<file path="src/rtl/imm_gen.sv">
// ---------------------------------------------------------------------------
// imm_gen
//   Immediate generator for the RV32I decode stage. The decoder supplies an
//   immediate-format code, and this block picks the matching bit fields out of
//   the instruction word. It sign- or zero-extends the result to 32 bits and
//   registers it. Output latency is one cycle, so the value lines up with the
//   next pipeline stage.
//
// Ports
//   clk      in   1  rising-edge clock
//   rst_n    in   1  asynchronous active-low reset; clears both outputs
//   inst     in  32  raw instruction word
//   imm_sel  in   5  format select: 0=R 1=S 2=B 3=U 4=J 5=I 6=I*(shamt),
//                    7..31 reserved
//   imm      out 32  registered, extended immediate
//   imm_err  out  1  registered flag, set when the sampled imm_sel was reserved
//
// There is no handshake: both registers capture on every rising edge, with no
// enable and no stall. Nothing in the block depends on earlier inputs.
// ---------------------------------------------------------------------------
module imm_gen (
  input  logic        clk,
  input  logic        rst_n,
  input  logic [31:0] inst,
  input  logic [4:0]  imm_sel,
  output logic [31:0] imm,
  output logic        imm_err
);

  localparam logic [4:0] SEL_R  = 5'd0;
  localparam logic [4:0] SEL_S  = 5'd1;
  localparam logic [4:0] SEL_B  = 5'd2;
  localparam logic [4:0] SEL_U  = 5'd3;
  localparam logic [4:0] SEL_J  = 5'd4;
  localparam logic [4:0] SEL_I  = 5'd5;
  localparam logic [4:0] SEL_IS = 5'd6;

  logic [31:0] imm_d, imm_q;
  logic        err_d, err_q;

  // Next-state mux. Each arm reads only the bits that its format defines, so
  // every other instruction bit is a don't-care for that select.
  always_comb begin
    imm_d = 32'h0000_0000;
    err_d = 1'b0;
    case (imm_sel)
      SEL_R:  imm_d = 32'h0000_0000;
      SEL_S:  imm_d = {{20{inst[31]}}, inst[31:25], inst[11:7]};
      SEL_B:  imm_d = {{19{inst[31]}}, inst[31], inst[7], inst[30:25],
                       inst[11:8], 1'b0};
      SEL_U:  imm_d = {inst[31:12], 12'h000};
      SEL_J:  imm_d = {{11{inst[31]}}, inst[31], inst[19:12], inst[20],
                       inst[30:21], 1'b0};
      SEL_I:  imm_d = {{20{inst[31]}}, inst[31:20]};
      // Shift amount is zero-extended. funct7 (for example SRAI's bit 30)
      // is deliberately left out.
      SEL_IS: imm_d = {27'b0, inst[24:20]};
      default: begin
        imm_d = 32'h0000_0000;
        err_d = 1'b1;
      end
    endcase
  end

  always_ff @(posedge clk or negedge rst_n) begin
    if (!rst_n) begin
      imm_q <= 32'h0000_0000;
      err_q <= 1'b0;
    end else begin
      imm_q <= imm_d;
      err_q <= err_d;
    end
  end

  assign imm     = imm_q;
  assign imm_err = err_q;

endmodule

</file>
<file path="config.mk">
export PLATFORM = sky130hd
export DESIGN_NAME = imm_gen
export DESIGN_NICKNAME = d
export VERILOG_FILES = /design/src/rtl/imm_gen.sv
export SDC_FILE = /design/constraint.sdc
export NUM_CORES = 1
export LEC_CHECK = 0
export BUFFER_PORTS_ARGS = -buffer_cell sky130_fd_sc_hd__buf_2
export CORE_MARGIN = 2
export CORE_UTILIZATION = 46
export CTS_CLUSTER_SIZE = 14
export DETAILED_ROUTE_END_ITERATION = 16
export PLACE_DENSITY = 0.83
export SLEW_MARGIN = 20
export SYNTH_ARGS = -nofsm -noshare
export SYNTH_HDL_FRONTEND = slang
export SYNTH_SLANG_ARGS = --single-unit
</file>
<file path="constraint.sdc">
create_clock -name clk -period 1.3 [get_ports clk]
set_clock_uncertainty 0.1 [all_clocks]
set_input_delay 0.065 -clock clk [delete_from_list [all_inputs] [get_ports clk]]
set_output_delay 0.065 -clock clk [all_outputs]
set_load 0.02 [all_outputs]
</file>
==> out/qor.csv, run 1 <==
metric;value;unit
PwrDens;1010;nW/um2
max-slew headroom at the worst pin;53.5;%
Vias/cell;4.97;
period utilization;91.0;%
Placer Congestion;0.834;
layout cells sized above 1;40.8;%
met3 global-route usage;8.16;%
Period minus WS final;1.18;ns
Fill cells;190;
EDFF count, synth;0;
FP Rows;19;
Die Span X;56.9;um
vias in the first global route;1189;
Setup CP Type;input port to flip-flop;
Final nets;239;
antenna violations before repair;0;
antenna-violating nets left;0;
clock sink count;33;
placed cell count;195;
post-CTS setup buffers;0;
TritonCTS buffer count;5;
CP Cell Sequence;buf_2 > or3b_1 > dlygate4sd3_1 > a211oi_1;
Gate power share;16.6;%
core area;2710;um2
Hold WS;0.0543;ns
critical path endpoint category;flip-flop;
Synth Area per Inst;12.5;um2
slowest stage cell on the critical path;dlygate4sd3_1;
DRC;0;
Min-Delay Path Class;input port to flip-flop;
I/O Pins;72;
syn nets;142;
Internal Pwr Total;1.54;mW
routed length per placed instance;13.5;um
post-synthesis sequential area ratio;64.1;%
Hold Vio Cnt, Final;0;
Tot GR Track Use;21.1;%
drt initial violations;11;
Seq pwr share;52.7;%
synth unique cells;25;
# setup viols final;0;
area occupied by registers;826;um2
RSZ-0062 raised after global routing;no;
routing usage on met1;24.0;%
non-filler cells, final;232;
Max clock buf depth;2;
CP peak stage delay;0.57;ns
Post-Syn Instances;103;
Critical Path RT;1.43;ns
status;finished, final reports clean;
FMAX;845;MHz
Multi-input gate area;425;um2
CTS root buf;clkbuf_4;
clock power share;30.7;%
Post-Syn Area;1290;um2
synthesis-to-finish area growth;55.5;%
startpoint class of the critical path;input port;
Primary FF master, synth;dfrtp_1;
Starting Density;47.6;%
First-pass DRT Iterations;4;
first-pass GRT wire length;5.20;mm
Pleak;1.23;nW
Pwr Total;2.03;mW
crit-path max FO;3;
peak supply drop;0.849;mV
switching pwr;494;uW
met2 Usage GRT;36.1;%
H-tree depth;2;
max-cap check violation count;0;
Port Buffers;64;
CP Data Arrival Time;1.31;ns
GRT overflow;0;
grt peak-use layer;met2;
largest net degree at the start of global routing;34;
n_diodes;0;
final WL;3.13;mm
setup TNS after final layout;0;ns
max-slew violations;0;
CTS tree;yes;
via count;1154;
Die Area;3240;um2
worst slew pin tran;0.698;ns
die height;56.9;um
switching share of power;24.3;%
async set-or-reset flop fraction in the synthesized netlist;100;%
yosys warns;0;
Post-DP HPWL;1.96;mm
#FFs+latches synth;33;
Reg clk slew, reported paths;0.09;ns
[cell usage after synthesis (2+ instances only)]
cell type | n | share of area [%]
nor2_1 | 3 | 0.87
nand2_1 | 4 | 1.2
a32oi_1 | 2 | 1.4
nor3_2 | 2 | 1.6
nand3_1 | 5 | 1.9
or3b_1 | 2 | 1.4
a21o_1 | 20 | 12
a21oi_1 | 5 | 1.9
nor2b_1 | 2 | 0.97
buf_2 | 6 | 2.3
and2_1 | 6 | 2.9
dfrtp_1 | 33 | 64
[power groups by stage]
stage	logic (mW)	registers, mW	clock network (mW)
6_report	0.337	1.07	0.623
5_1_grt	0.363	1.07	0.704
4_1_cts	0.333	1.07	0.651
3_5_place_dp	0.267	1.09	0
3_3_place_gp	0.257	1.09	0
2_1_floorplan	0.0866	1.14	0
[metrics by stage]
step	utilization, %	area, um2	worst slack (ns)
floorplan	-	1290	0.173
global placement	60.7	1640	0.0467
detailed placement	60.7	1640	0.00665
CTS	74.0	2000	0.122
global route	74.0	2000	0.102
finish	74.0	2000	0.117
[state kept, by name, indices dropped and copies added (netlist names)]
| signal | cells |
|---|---|
| imm_err | 1 |
| imm | 32 |
[final timing paths]
check | start | endpoint | slack (ns) | cells past startpoint
max | imm_sel[4] | imm[31] | 0.12 | 4
min | imm_sel[0] | imm_err | 0.05 | 2
max in group asynchronous | rst_n | imm[19] | 0.43 | 2
min in group asynchronous | rst_n | imm[3] | 0.22 | 2
[final cells by class]
cell class / count / share of cell area, %
timing repair buffer: 97 / 32.0
sequential: 33 / 41.2
tap: 31 / 1.94
clock inverter: 1 / 0.250
multi-input combinational: 62 / 21.2
clock buffer: 7 / 3.25
inverter: 1 / 0.187
[critical path, delay by kind of cell]
family	cells	cell delay [ns]
buf+inv	2	0.67
compound gates	1	0.17
simple gates	1	0.40
[repair_timing]
action                                  4_1_cts  5_1_grt
endpoints found under the setup margin        0        0
hold endpoints to repair                     65        0
hold buffers                                 29        0
resized for setup                             0        0
[metal layers]
metal  vias up  routed length [um]
met4         0                  53
li1        552                   -
met2        40                1690
met1       554                1180
met5         -                   0
met3         8                 215
[cells in the final DEF (no fill, tap or decap), types with 2 or more instances in the layout]
cell type      instances
buf_2                 64
dfrtp_1               33
dlygate4sd3_1         29
a21o_1                20
and2_1                 6
nand3_1                5
a21oi_1                5
clkbuf_4               5
nand2_1                4
buf_4                  4
nor2_1                 3
nor2b_1                2
a32oi_1                2
nor3_2                 2
or3b_1                 2
clkbuf_8               2
[cell families (layout without fill, tap and decap cells)]
family	count (synthesis)	after routing	share of synthesized area, %
flops	33	33	64.1
compound gates	32	32	18.8
simple gates	29	29	13.3
buf+inv	8	106	2.91
mux	1	1	0.874
Power figures use the tool's default switching activity.
==> run 2, diff against run 1 <==
--- a/config.mk
+++ b/config.mk
@@ -10,6 +10,7 @@
 export CORE_UTILIZATION = 46
 export CTS_CLUSTER_SIZE = 14
 export DETAILED_ROUTE_END_ITERATION = 16
+export MAX_ROUTING_LAYER = met4
 export PLACE_DENSITY = 0.83
 export SLEW_MARGIN = 20
 export SYNTH_ARGS = -nofsm -noshare
==> run 2 against run 1 <==
Compared with the run above: routed wire length rose by 0.29%; via count did not move; non-clock buffer count did not move; maximum frequency barely moved; critical path type unchanged.
==> out/qor.csv, run 2 (same netlist as run 1, synthesis figures left out) <==
metric;value;unit;change
critical path endpoint category;flip-flop;;unchanged
Die Span X;56.9;um;unchanged
Port Buffers;64;;unchanged
status;finished, final reports clean;;unchanged
placed cell count;195;;unchanged
antenna-violating nets left;0;;unchanged
Period minus WS final;1.18;ns;about the same
max-slew violations;0;;unchanged
Critical Path RT;1.43;ns;about the same
CTS tree;yes;;unchanged
non-filler cells, final;232;;unchanged
Hold Vio Cnt, Final;0;;unchanged
drt initial violations;10;;was 11
crit-path leading delay family;buffers and inverters;;unchanged
clock sink count;33;;unchanged
startpoint class of the critical path;input port;;unchanged
Hold EP;imm_err;;unchanged
CTS root buf;clkbuf_4;;unchanged
hold_sp;imm_sel[0];;unchanged
setup TNS after final layout;0;ns;unchanged
max reg flops;32;;unchanged
slowest stage cell on the critical path;dlygate4sd3_1;;unchanged
layout cells sized above 1;40.8;%;unchanged
Final nets;239;;unchanged
Die Area;3240;um2;unchanged
largest net degree at the start of global routing;34;;unchanged
crit-path max FO;3;;unchanged
Setup CP Type;input port to flip-flop;;unchanged
worst slew pin tran;0.699;ns;was 0.698 ns
Tot GR Track Use;21.8;%;was 21.1%
peak supply drop;0.848;mV;was 0.849 mV
TritonCTS buffer count;5;;unchanged
Starting Density;47.6;%;unchanged
Placer Congestion;0.846;;was 0.834
worst setup margin;0.116;ns;was 0.117 ns
max-cap check violation count;0;;unchanged
pre-CTS setup slack;0.00665;ns;unchanged
first-pass GRT wire length;5.20;mm;unchanged
H-tree depth;2;;unchanged
I/O Pins;72;;unchanged
hold depth;2;;unchanged
max-slew headroom at the worst pin;53.4;%;was 53.5%
post-CTS setup buffers;0;;unchanged
CP peak stage delay;0.57;ns;about the same
CP Data Arrival Time;1.31;ns;about the same
design area;2000;um2;unchanged
CP Cell Sequence;buf_2 > or3b_1 > dlygate4sd3_1 > a211oi_1;;unchanged
core area;2710;um2;unchanged
Fill cells;190;;unchanged
period utilization;91.1;%;was 91.0%
First-pass DRT Iterations;4;;unchanged
most frequent cells in the layout;buf_2 (64), dfrtp_1 (33), dlygate4sd3_1 (29), a21o_1 (20), and2_1 (6);;unchanged
DRC;0;;unchanged
via count;1154;;unchanged
synthesis-to-finish area growth;55.5;%;unchanged
routed length per placed instance;13.5;um;about the same
die height;56.9;um;unchanged
Post-DP HPWL;1.96;mm;unchanged
FP Rows;19;;unchanged
antenna violations before repair;0;;unchanged
PwrDens;1010;nW/um2;about the same
n_diodes;0;;unchanged
Hold WS;0.0531;ns;was 0.0543 ns
Max clock buf depth;2;;unchanged
commonest non-fill, non-tap cell in the layout;buf_2;;unchanged
final WL;3.14;mm;was 3.13 mm
FMAX;845;MHz;about the same
Vias/cell;4.97;;unchanged
placed standard-cell area;1640;um2;unchanged
Pleak;1.23;nW;unchanged
# setup viols final;0;;unchanged
Reg clk slew, reported paths;0.09;ns;about the same
Min-Delay Path Class;input port to flip-flop;;unchanged
vias in the first global route;1192;;was 1189
RSZ-0062 raised after global routing;no;;unchanged
Critical path buffers and inverters;2;;unchanged
GRT overflow;0;;unchanged
## run 2: layer usage
metal / vias up / part of all wire (%) / track usage (%)
met4: 0 / 1.6 / 7.97
met5: - / 0 / -
li1: 550 / - / -
met2: 43 / 53 / 36.3
met3: 6 / 6.6 / 7.48
met1: 555 / 38 / 24.4
## run 2: area by class of cell
cell class	count	area, um2	area share (%)
well taps	31	38.8	1.94
inverters	1	3.75	0.187
clock inverters	1	5.00	0.250
clock buffers	7	65.1	3.25
flip-flops and latches	33	826	41.2
multi-input cells	62	425	21.2
repair buffers	97	641	32.0
## run 2: what timing repair did
action | CTS | global route
setup endpoints to repair | 0 | 0
resized for setup | 0 | 0
endpoints found under the hold margin | 65 | 0
hold buffers | 29 | 0
## run 2: how the worst max path moves through the flow
| stage | start | to | slack, ns | cells past startpoint |
|---|---|---|---|---|
| 3_5_place_dp | imm_sel[4] | imm[14] | 0.007 | 4 |
| 2_1_floorplan | imm_sel[0] | imm[12] | 0.17 | 4 |
| 6_report | imm_sel[4] | imm[31] | 0.12 | 4 |
| 3_3_place_gp | imm_sel[4] | imm[13] | 0.05 | 4 |
| 4_1_cts | imm_sel[4] | imm[31] | 0.12 | 4 |
| 5_1_grt | imm_sel[4] | imm[31] | 0.10 | 4 |
## run 2: power breakdown
group | internal [mW] | total [mW] | switching (mW) | leakage (nW)
logic | 0.161 | 0.337 | 0.175 | 0.738
registers | 1.06 | 1.07 | 0.00828 | 0.448
clock network | 0.313 | 0.624 | 0.311 | 0.0413
total | 1.54 | 2.03 | 0.494 | 1.23
## run 2: through the flow
step | util (%) | power, mW
2_1_floorplan | - | 1.23
4_1_cts | 74.0 | 2.06
3_3_place_gp | 60.7 | 1.35
3_5_place_dp | 60.7 | 1.36
6_report | 74.0 | 2.03
5_1_grt | 74.0 | 2.14
==> run 3, diff against run 2 <==
--- a/config.mk
+++ b/config.mk
@@ -10,6 +10,7 @@
 export CORE_UTILIZATION = 46
 export CTS_CLUSTER_SIZE = 14
 export DETAILED_ROUTE_END_ITERATION = 16
+export HOLD_SLACK_MARGIN = 0.06
 export MAX_ROUTING_LAYER = met4
 export PLACE_DENSITY = 0.83
 export SLEW_MARGIN = 20
==> run 3 against run 2 <==
Compared with the run above: worst setup slack got worse by 0.072 ns; global-route usage rose by 0.95 points; first-iteration DRC count rose by 30%; routed wire length rose by 3.1%; largest cell class unchanged; largest power group unchanged.
==> out/qor.csv, run 3 (same netlist as run 1, synthesis figures left out) <==
metric;value;unit;change
synthesis-to-finish area growth;56.5;%;was 55.5%
TritonCTS buffer count;5;;unchanged
first-pass GRT wire length;5.43;mm;was 5.20 mm
period utilization;96.6;%;was 91.1%
startpoint class of the critical path;input port;;unchanged
I/O Pins;72;;unchanged
H-tree depth;2;;unchanged
peak supply drop;0.850;mV;was 0.848 mV
switching pwr;499;uW;was 494 uW
Gate power share;16.8;%;was 16.6%
Setup CP Type;input port to flip-flop;;unchanged
max reg flops;32;;unchanged
critical path endpoint category;flip-flop;;unchanged
crit-path max FO;7;;was 3
FP Rows;19;;unchanged
routed length per placed instance;13.9;um;was 13.5 um
RSZ-0062 raised after global routing;no;;unchanged
Max clock buf depth;2;;unchanged
Hold Vio Cnt, Final;0;;unchanged
via count;1158;;was 1154
antenna violations before repair;0;;unchanged
Starting Density;47.6;%;unchanged
CP Data Arrival Time;1.40;ns;was 1.31 ns
Internal Pwr Total;1.54;mW;about the same
First-pass DRT Iterations;4;;unchanged
# setup viols final;0;;unchanged
max-slew violations;0;;unchanged
Hold WS;0.103;ns;was 0.0531 ns
max-slew headroom at the worst pin;53.2;%;was 53.4%
worst slew pin tran;0.702;ns;was 0.699 ns
Critical Path RT;1.44;ns;was 1.43 ns
Die Area;3240;um2;unchanged
Port Buffers;64;;unchanged
most frequent cells in the layout;buf_2 (64), dfrtp_1 (33), dlygate4sd3_1 (30), a21o_1 (20), and2_1 (6);;was buf_2 (64), dfrtp_1 (33), dlygate4sd3_1 (29), a21o_1 (20), and2_1 (6)
Final nets;240;;was 239
Pwr Total;2.04;mW;was 2.03 mW
largest net degree at the start of global routing;34;;unchanged
core area;2710;um2;unchanged
layout cells sized above 1;41.1;%;was 40.8%
CTS root buf;clkbuf_4;;unchanged
max-cap check violation count;0;;unchanged
hold depth;3;;was 2
drt initial violations;13;;was 10
PwrDens;1010;nW/um2;about the same
CTS tree;yes;;unchanged
vias in the first global route;1214;;was 1192
switching share of power;24.5;%;was 24.3%
DRC;0;;unchanged
FMAX;796;MHz;was 845 MHz
die height;56.9;um;unchanged
Fill cells;193;;was 190
clock power share;30.7;%;about the same
antenna-violating nets left;0;;unchanged
setup TNS after final layout;0;ns;unchanged
Min-Delay Path Class;input port to flip-flop;;unchanged
Hold EP;imm[31];;was imm_err
status;finished, final reports clean;;unchanged
commonest non-fill, non-tap cell in the layout;buf_2;;unchanged
Vias/cell;4.97;;about the same
final WL;3.24;mm;was 3.14 mm
Period minus WS final;1.26;ns;was 1.18 ns
Placer Congestion;0.846;;unchanged
Seq pwr share;52.5;%;was 52.7%
clock sink count;33;;unchanged
GRT overflow;0;;unchanged
Tot GR Track Use;22.8;%;was 21.8%
n_diodes;0;;unchanged
Post-DP HPWL;1.96;mm;unchanged
Reg clk slew, reported paths;0.09;ns;about the same
hold_sp;imm_sel[2];;was imm_sel[0]
Pleak;1.23;nW;about the same
Die Span X;56.9;um;unchanged
## run 3: layout make-up
class	count	area (um2)	share of cell area, %
inverters	1	3.75	0.186
multi-input cells	62	428	21.2
clock buffers	7	65.1	3.23
well taps	31	38.8	1.92
clock inverters	1	5.00	0.248
flip-flops and latches	33	826	40.9
repair buffers	98	651	32.3
## run 3: critical path, cell delays in order
cell           delay, ns
buf_2               0.14
buf_4               0.16
nor2b_1             0.23
a32oi_1             0.08
dlygate4sd3_1       0.57
a21oi_1             0.15
## run 3: routing by layer
metal | part of all wire [%] | up-vias | GRT usage, %
met1 | 38 | 556 | 25.5
met4 | 1.2 | 0 | 5.98
met5 | 0 | - | -
li1 | - | 554 | -
met2 | 54 | 43 | 39.4
met3 | 6.4 | 5 | 7.26
## run 3: worst max-delay path by stage
| stage | from | to | slack, ns | depth (start not counted) |
|---|---|---|---|---|
| floorplan | imm_sel[0] | imm[12] | 0.17 | 4 |
| global placement | imm_sel[4] | imm[13] | 0.05 | 4 |
| detailed placement | imm_sel[4] | imm[14] | 0.007 | 4 |
| CTS | imm_sel[1] | imm[11] | 0.1 | 6 |
| global route | imm_sel[2] | imm[11] | 0.005 | 6 |
| finish | imm_sel[1] | imm[11] | 0.04 | 6 |
## run 3: power by group through the flow
| stage | registers, mW | logic, mW | clock network, mW |
|---|---|---|---|
| CTS | 1.07 | 0.336 | 0.651 |
| global route | 1.07 | 0.370 | 0.704 |
| finish | 1.07 | 0.342 | 0.626 |
| detailed placement | 1.09 | 0.267 | 0 |
| global placement | 1.09 | 0.257 | 0 |
| floorplan | 1.14 | 0.0866 | 0 |
## run 3: through the flow
step / util, % / std cells / worst slack [ns] / area (um2)
CTS: 74.3 / 233 / 0.0970 / 2010
global route: 74.4 / 233 / 0.00545 / 2020
global placement: 60.7 / 195 / 0.0467 / 1640
detailed placement: 60.7 / 195 / 0.00665 / 1640
floorplan: - / 103 / 0.173 / 1290
finish: 74.4 / 233 / 0.0443 / 2020
## run 3: what timing repair did
| action | in CTS | in global routing |
|---|---|---|
| endpoints found under the setup margin | 0 | 1 |
| endpoints found under the hold margin | 66 | 0 |
| gates resized for setup | 0 | 1 |
| hold buffers | 30 | 0 |
| setup buffers | 0 | 0 |
